[config.mk]
export PLATFORM = sky130hd
export DESIGN_NAME = alu_req_arbiter
export DESIGN_NICKNAME = d
export VERILOG_FILES = /design/src/rtl/alu_req_arbiter.sv
export SDC_FILE = /design/constraint.sdc
export NUM_CORES = 1
export LEC_CHECK = 0
export CORE_ASPECT_RATIO = 0.9
export CORE_MARGIN = 3
export CORE_UTILIZATION = 50
export DETAILED_ROUTE_END_ITERATION = 6
export DONT_BUFFER_PORTS = 1
export PLACE_DENSITY = 0.68
export SYNTH_ARGS = -nofsm -noshare
export SYNTH_HDL_FRONTEND = slang
export SYNTH_SLANG_ARGS = --single-unit
[constraint.sdc]
create_clock -name clk -period 2.7 [get_ports clk]
set_clock_uncertainty 0.1 [all_clocks]
set_input_delay 0.405 -clock clk [delete_from_list [all_inputs] [get_ports clk]]
set_output_delay 0.405 -clock clk [all_outputs]
set_load 0.02 [all_outputs]
[src/rtl/alu_req_arbiter.sv]
`default_nettype none
// ============================================================================
//  Module      : alu_req_arbiter
//  Description : Round-robin arbiter sharing one multi-cycle ALU among
//                NUM_REQ requesters. Drives the ALU start/op/operand
//                interface, waits for done (or times out) and returns the
//                result tagged with the granted requester index.
//  Revision    : 1.0 - initial release
// ============================================================================
module alu_req_arbiter #(
    parameter int NUM_REQ = 4,
    parameter int TIMEOUT = 64
) (
    input  logic                       clk,
    input  logic                       reset_n,
    input  logic [NUM_REQ-1:0]         req,
    input  logic [3*NUM_REQ-1:0]       req_op,
    input  logic [8*NUM_REQ-1:0]       req_a,
    input  logic [8*NUM_REQ-1:0]       req_b,
    output logic [NUM_REQ-1:0]         gnt,
    output logic                       rsp_valid,
    output logic [$clog2(NUM_REQ)-1:0] rsp_id,
    output logic [15:0]                rsp_result,
    output logic                       rsp_err,
    output logic                       busy,
    output logic                       alu_start,
    output logic [2:0]                 alu_op,
    output logic [7:0]                 alu_a,
    output logic [7:0]                 alu_b,
    input  logic                       alu_done,
    input  logic [15:0]                alu_result
);

    localparam int c_ID_W  = $clog2(NUM_REQ);
    localparam int c_SUM_W = c_ID_W + 1;
    localparam int c_CNT_W = $clog2(TIMEOUT);

    localparam logic [2:0] c_OP_NOP = 3'b000;
    localparam logic [2:0] c_OP_MAX = 3'b100;

    typedef enum logic [0:0] {
        S_IDLE = 1'b0,
        S_RUN  = 1'b1
    } state_t;

    state_t              r_state;
    logic [c_ID_W-1:0]   r_ptr;
    logic [c_CNT_W-1:0]  r_cnt;

    logic                w_found;
    logic [c_ID_W-1:0]   w_win;
    logic [2:0]          w_op;
    logic [7:0]          w_a;
    logic [7:0]          w_b;
    logic [c_SUM_W-1:0]  w_sum;
    logic [c_ID_W-1:0]   w_cand;
    logic [c_ID_W-1:0]   w_ptr_nxt;

    // Round-robin search starting at the pointer; first asserted request wins
    always_comb begin
        w_found = 1'b0;
        w_win   = '0;
        w_op    = '0;
        w_a     = '0;
        w_b     = '0;
        w_sum   = '0;
        w_cand  = '0;
        for (int i = 0; i < NUM_REQ; i++) begin
            w_sum = {1'b0, r_ptr} + c_SUM_W'(i);
            if (w_sum >= c_SUM_W'(NUM_REQ)) begin
                w_sum = w_sum - c_SUM_W'(NUM_REQ);
            end
            w_cand = w_sum[c_ID_W-1:0];
            if (!w_found && req[w_cand]) begin
                w_found = 1'b1;
                w_win   = w_cand;
            end
        end
        for (int j = 0; j < NUM_REQ; j++) begin
            if (w_found && (w_win == c_ID_W'(j))) begin
                w_op = req_op[3*j +: 3];
                w_a  = req_a[8*j +: 8];
                w_b  = req_b[8*j +: 8];
            end
        end
        w_ptr_nxt = (w_win == c_ID_W'(NUM_REQ - 1)) ? '0 : w_win + 1'b1;
    end

    // Control FSM with all outputs registered; reset aborts any operation silently
    always_ff @(posedge clk or negedge reset_n) begin
        if (!reset_n) begin
            r_state    <= S_IDLE;
            r_ptr      <= '0;
            r_cnt      <= '0;
            gnt        <= '0;
            rsp_valid  <= 1'b0;
            rsp_id     <= '0;
            rsp_result <= '0;
            rsp_err    <= 1'b0;
            busy       <= 1'b0;
            alu_start  <= 1'b0;
            alu_op     <= '0;
            alu_a      <= '0;
            alu_b      <= '0;
        end else begin
            gnt       <= '0;
            rsp_valid <= 1'b0;
            rsp_err   <= 1'b0;
            case (r_state)
                S_IDLE: begin
                    if (w_found) begin
                        gnt[w_win] <= 1'b1;
                        rsp_id     <= w_win;
                        alu_op     <= w_op;
                        alu_a      <= w_a;
                        alu_b      <= w_b;
                        r_ptr      <= w_ptr_nxt;
                        if (w_op > c_OP_MAX) begin
                            // Illegal op: answer immediately, ALU never started
                            rsp_valid  <= 1'b1;
                            rsp_err    <= 1'b1;
                            rsp_result <= '0;
                        end else begin
                            alu_start <= 1'b1;
                            busy      <= 1'b1;
                            r_cnt     <= '0;
                            r_state   <= S_RUN;
                        end
                    end
                end
                S_RUN: begin
                    if (alu_op == c_OP_NOP) begin
                        // The ALU never signals done for no_op
                        alu_start  <= 1'b0;
                        busy       <= 1'b0;
                        rsp_valid  <= 1'b1;
                        rsp_result <= '0;
                        r_state    <= S_IDLE;
                    end else if (alu_done) begin
                        alu_start  <= 1'b0;
                        busy       <= 1'b0;
                        rsp_valid  <= 1'b1;
                        rsp_result <= alu_result;
                        r_state    <= S_IDLE;
                    end else if (r_cnt == c_CNT_W'(TIMEOUT - 1)) begin
                        alu_start  <= 1'b0;
                        busy       <= 1'b0;
                        rsp_valid  <= 1'b1;
                        rsp_err    <= 1'b1;
                        rsp_result <= '0;
                        r_state    <= S_IDLE;
                    end else begin
                        r_cnt <= r_cnt + 1'b1;
                    end
                end
                default: begin
                    r_state <= S_IDLE;
                end
            endcase
        end
    end

endmodule
`default_nettype wire

==> impl_metrics.csv <==
group,metric,value,unit
placed_design,place_hpwl,5220,microns
global_route,grt_pass1_wl,10800,microns
floorplanning,die_x,83.9,microns
global_route,antenna_found_initial,0,
finish,drive_gt1_share,16.4,%
cts,clkLatencyLatePin,300,ps
synthesis,synth_area_per_cell,9.76,sq um
timing,whs,127,ps
synthesis,netlist_top_cells_count,"dfrtp_1, nand2_1, a21oi_1",
cts,htreeDepth,2,
pwr,peakVddDrop,0.647,mV
timing,period_needed,2640,ps
setup_path,required,2840,ps
setup_path,slowest_stage,"dfrtp_2",
synthesis,synth_edf_count,0,
setup_path,critPathLaunchType,"register",
synthesis,ys_warn_count,0,
floorplanning,core-area,5040,sq um
setup_path,worstSetupPathType,"reg2reg",
floorplanning,dieArea,6390,sq um
timing,rsz0062_at_grt,"true",
setup_path,cp_max_fo,18,
timing,clock.fmax,0.379,GHz
synthesis,async_flop_share,100,%
synthesis,syn_area,2730,sq um
timing,max_slew_margin,43.7,%
detailed_routing,drt_iter0_markers,104,
detailed_routing,routed_wl,6900,microns
timing,finalCritPeriodShare,97.6,%
pwr,powerDensity,1300,nW/um^2
finish,fin_area,3060,sq um
timing,setup_viol,0,
cts,numCtsBuffers,5,
setup_path,cpPeakStageDelay,460,ps
floorplanning,num_rows,24,
outcome,status,"finished, final reports clean",
synthesis,synth_top_area_share,48.5,%
setup_path,worstPathArrival,2770,ps
detailed_routing,postRouteAntennaNets,0,
placed_design,port_buffers,0,
cts,cts_tree,"done",
detailed_routing,firstDrtPassIters,4,
synthesis,ys.flop_type,"dfrtp_1",
detailed_routing,vias,2163,
global_route,grt_pass1_vias,2135,
synthesis,yosys-top-cells-area,"dfrtp_1, a32o_1, a221oi_1",
synthesis,yosysUniqueCellTypes,44,
setup_path,cp_num_buf_inv,3,
timing,tightest_slew,841,ps
flow_run,maxCapViolCount,0,
synthesis,syn_nets,384,
cts,clockBufferDepth,2,
synthesis,synthMostInstantiatedCell,"dfrtp_1",
cts,clock-root-buffer,"clkbuf_8",
setup_path,worst_setup_path_end_kind,"register",
finish,fin_nets,383,
cts,clkTransAtPathRegs,100,ps
timing,hold_viol_final,0,
floorplanning,die_y,76.1,microns
synthesis,syn_inst,280,
finish,syn2layout_area_growth,11.9,%
placed_design,gp_congestion,0.853,
cts,cts.sinks,53,
pwr,leakage,1.28,nW
floorplanning,initial_core_util,54.2,%
finish,antenna_cells,0,
timing,slew_viol_final,0,
setup_path,path_cells,"and3_4 > a211oi_2 > buf_4 > inv_4 > ha_2 > or2_4 > a221oi_4 > nor3_2 > o211ai_4 > buf_12 > a32o_1",
global_route,grt_start_max_net_pins,54,
floorplanning,ios,144,
synthesis,ys_seq_area_share,48.5,%
placed_design,post_dp_cell_area,2800,sq um
detailed_routing,wl_per_cell,20.0,microns
synthesis,ys_ff_latch,53,
detailed_routing,drc,0,
hold_path,hp-class,"in2reg",
synthesis,synth_area_leader_cell,"dfrtp_1",
global_route,overflow,0,
detailed_routing,vias_per_cell,6.27,
global_route,track_usage,20.9,%
setup_path,crit_family,"compound AO/OA/AOI/OAI gates",
cell usage in the layout (no fill, tap or decap), types with 2 or more instances in the layout:
master	synthesis	routed
clkbuf_8	0	5
and3_1	4	3
o21ai_1	3	4
ha_2	0	3
a221oi_1	16	15
nand2b_1	2	2
or3_1	2	2
nand3b_1	2	2
buf_12	0	2
o22ai_1	5	4
dfrtp_1	53	52
nor2_1	7	5
a21oi_2	0	2
mux2i_1	3	2
nor3_1	16	16
a32o_1	16	16
nor2_2	0	2
o21ai_0	19	18
nand2_1	34	34
inv_1	7	6
and2_1	3	3
nor2b_1	17	16
a221oi_4	0	2
buf_4	2	9
clkinv_4	0	2
a21oi_1	20	18
nand3_1	3	3
layer usage:
layer  track usage [%]  routed length [microns]  vias up
li1                  -                        -     1026
met1              27.5                     3030     1020
met2              33.9                     3160      111
met3              7.14                      659        6
met4              3.86                       53        0
met5                 0                        0        -
cell families (layout without fill, tap and decap cells):
kind of cell	count (synthesis)	count (layout)	synth area share [%]
AOI/OAI and AO/OA	90	90	24.2
and+or+nand+nor	97	97	18.2
buffers and inverters	30	30	5.08
muxes	3	3	1.10
xor gates and xnor gates	2	2	0.641
adders and majority gates	5	5	2.29
DFF	53	53	48.5
path summary, 6_finish.rpt:
path | start | to | slack [ps] | cells past startpoint
setup / recovery | r_ptr[1] | rsp_result[0] | 60 | 11
min in group asynchronous | reset_n | rsp_result[6] | 530 | 2
setup reg to reg | r_ptr[1] | rsp_result[0] | 60 | 11
max in group asynchronous | reset_n | r_ptr[1] | 1730 | 2
hold / removal | alu_result[3] | rsp_result[3] | 130 | 1
hold reg to reg | r_cnt[0] | r_cnt[0] | 440 | 1
metrics by stage:
step / power (mW) / utilization, % / worst slack (ps) / setup TNS, ps / std cells
CTS: 3.92 / 59.3 / 2.64 / 0 / 342
global placement: 3.32 / 55.5 / 47.9 / 0 / 332
detailed placement: 3.37 / 55.5 / -85.7 / -942 / 332
global route: 4.30 / 60.6 / -88.7 / -765 / 345
finish: 3.99 / 60.6 / 64.2 / 0 / 345
floorplan: 2.95 / - / 10.9 / 0 / 280
area by class of cell:
| class | count | area [sq um] |
|---|---|---|
| fillers | 427 | 1990 |
| inverters | 7 | 28.8 |
| repair buffers | 15 | 171 |
| clock buffers | 5 | 68.8 |
| clock inverters | 3 | 22.5 |
| well taps | 65 | 81.3 |
| flip-flops and latches | 53 | 1330 |
| multi-input cells | 197 | 1360 |
worst register-to-register path, delay by kind of cell, from the launching register on:
| kind | cells | cell delay, ps |
|---|---|---|
| DFF | 1 | 460 |
| adders and majority gates | 1 | 200 |
| and+or+nand+nor | 3 | 550 |
| AOI/OAI and AO/OA | 4 | 870 |
| buffers and inverters | 3 | 400 |
where the power goes:
| part | total (mW) | internal, mW | switching (mW) |
|---|---|---|---|
| combinational | 1.76 | 0.771 | 0.986 |
| sequential | 1.78 | 1.14 | 0.646 |
| clock | 0.449 | 0.185 | 0.264 |
| total | 3.99 | 2.09 | 1.90 |
state kept, by name (all words and copies together) (netlist names):
signal and flops:
alu_a 8, alu_b 8, alu_op 3, alu_start 1
gnt 4, r_cnt 6, r_ptr 2, r_state 1
rsp_err 1, rsp_id 2, rsp_result 16, rsp_valid 1
what timing repair did:
action                                  in CTS  in global routing
setup buffers                                0                  3
endpoints found under the hold margin       53                  0
pin swaps                                    6                  8
resized for setup                           12                 14
hold buffers                                 2                  0
endpoints found under the setup margin      25                 26
cloned                                       0                  0
Power figures use the tool's default switching activity.
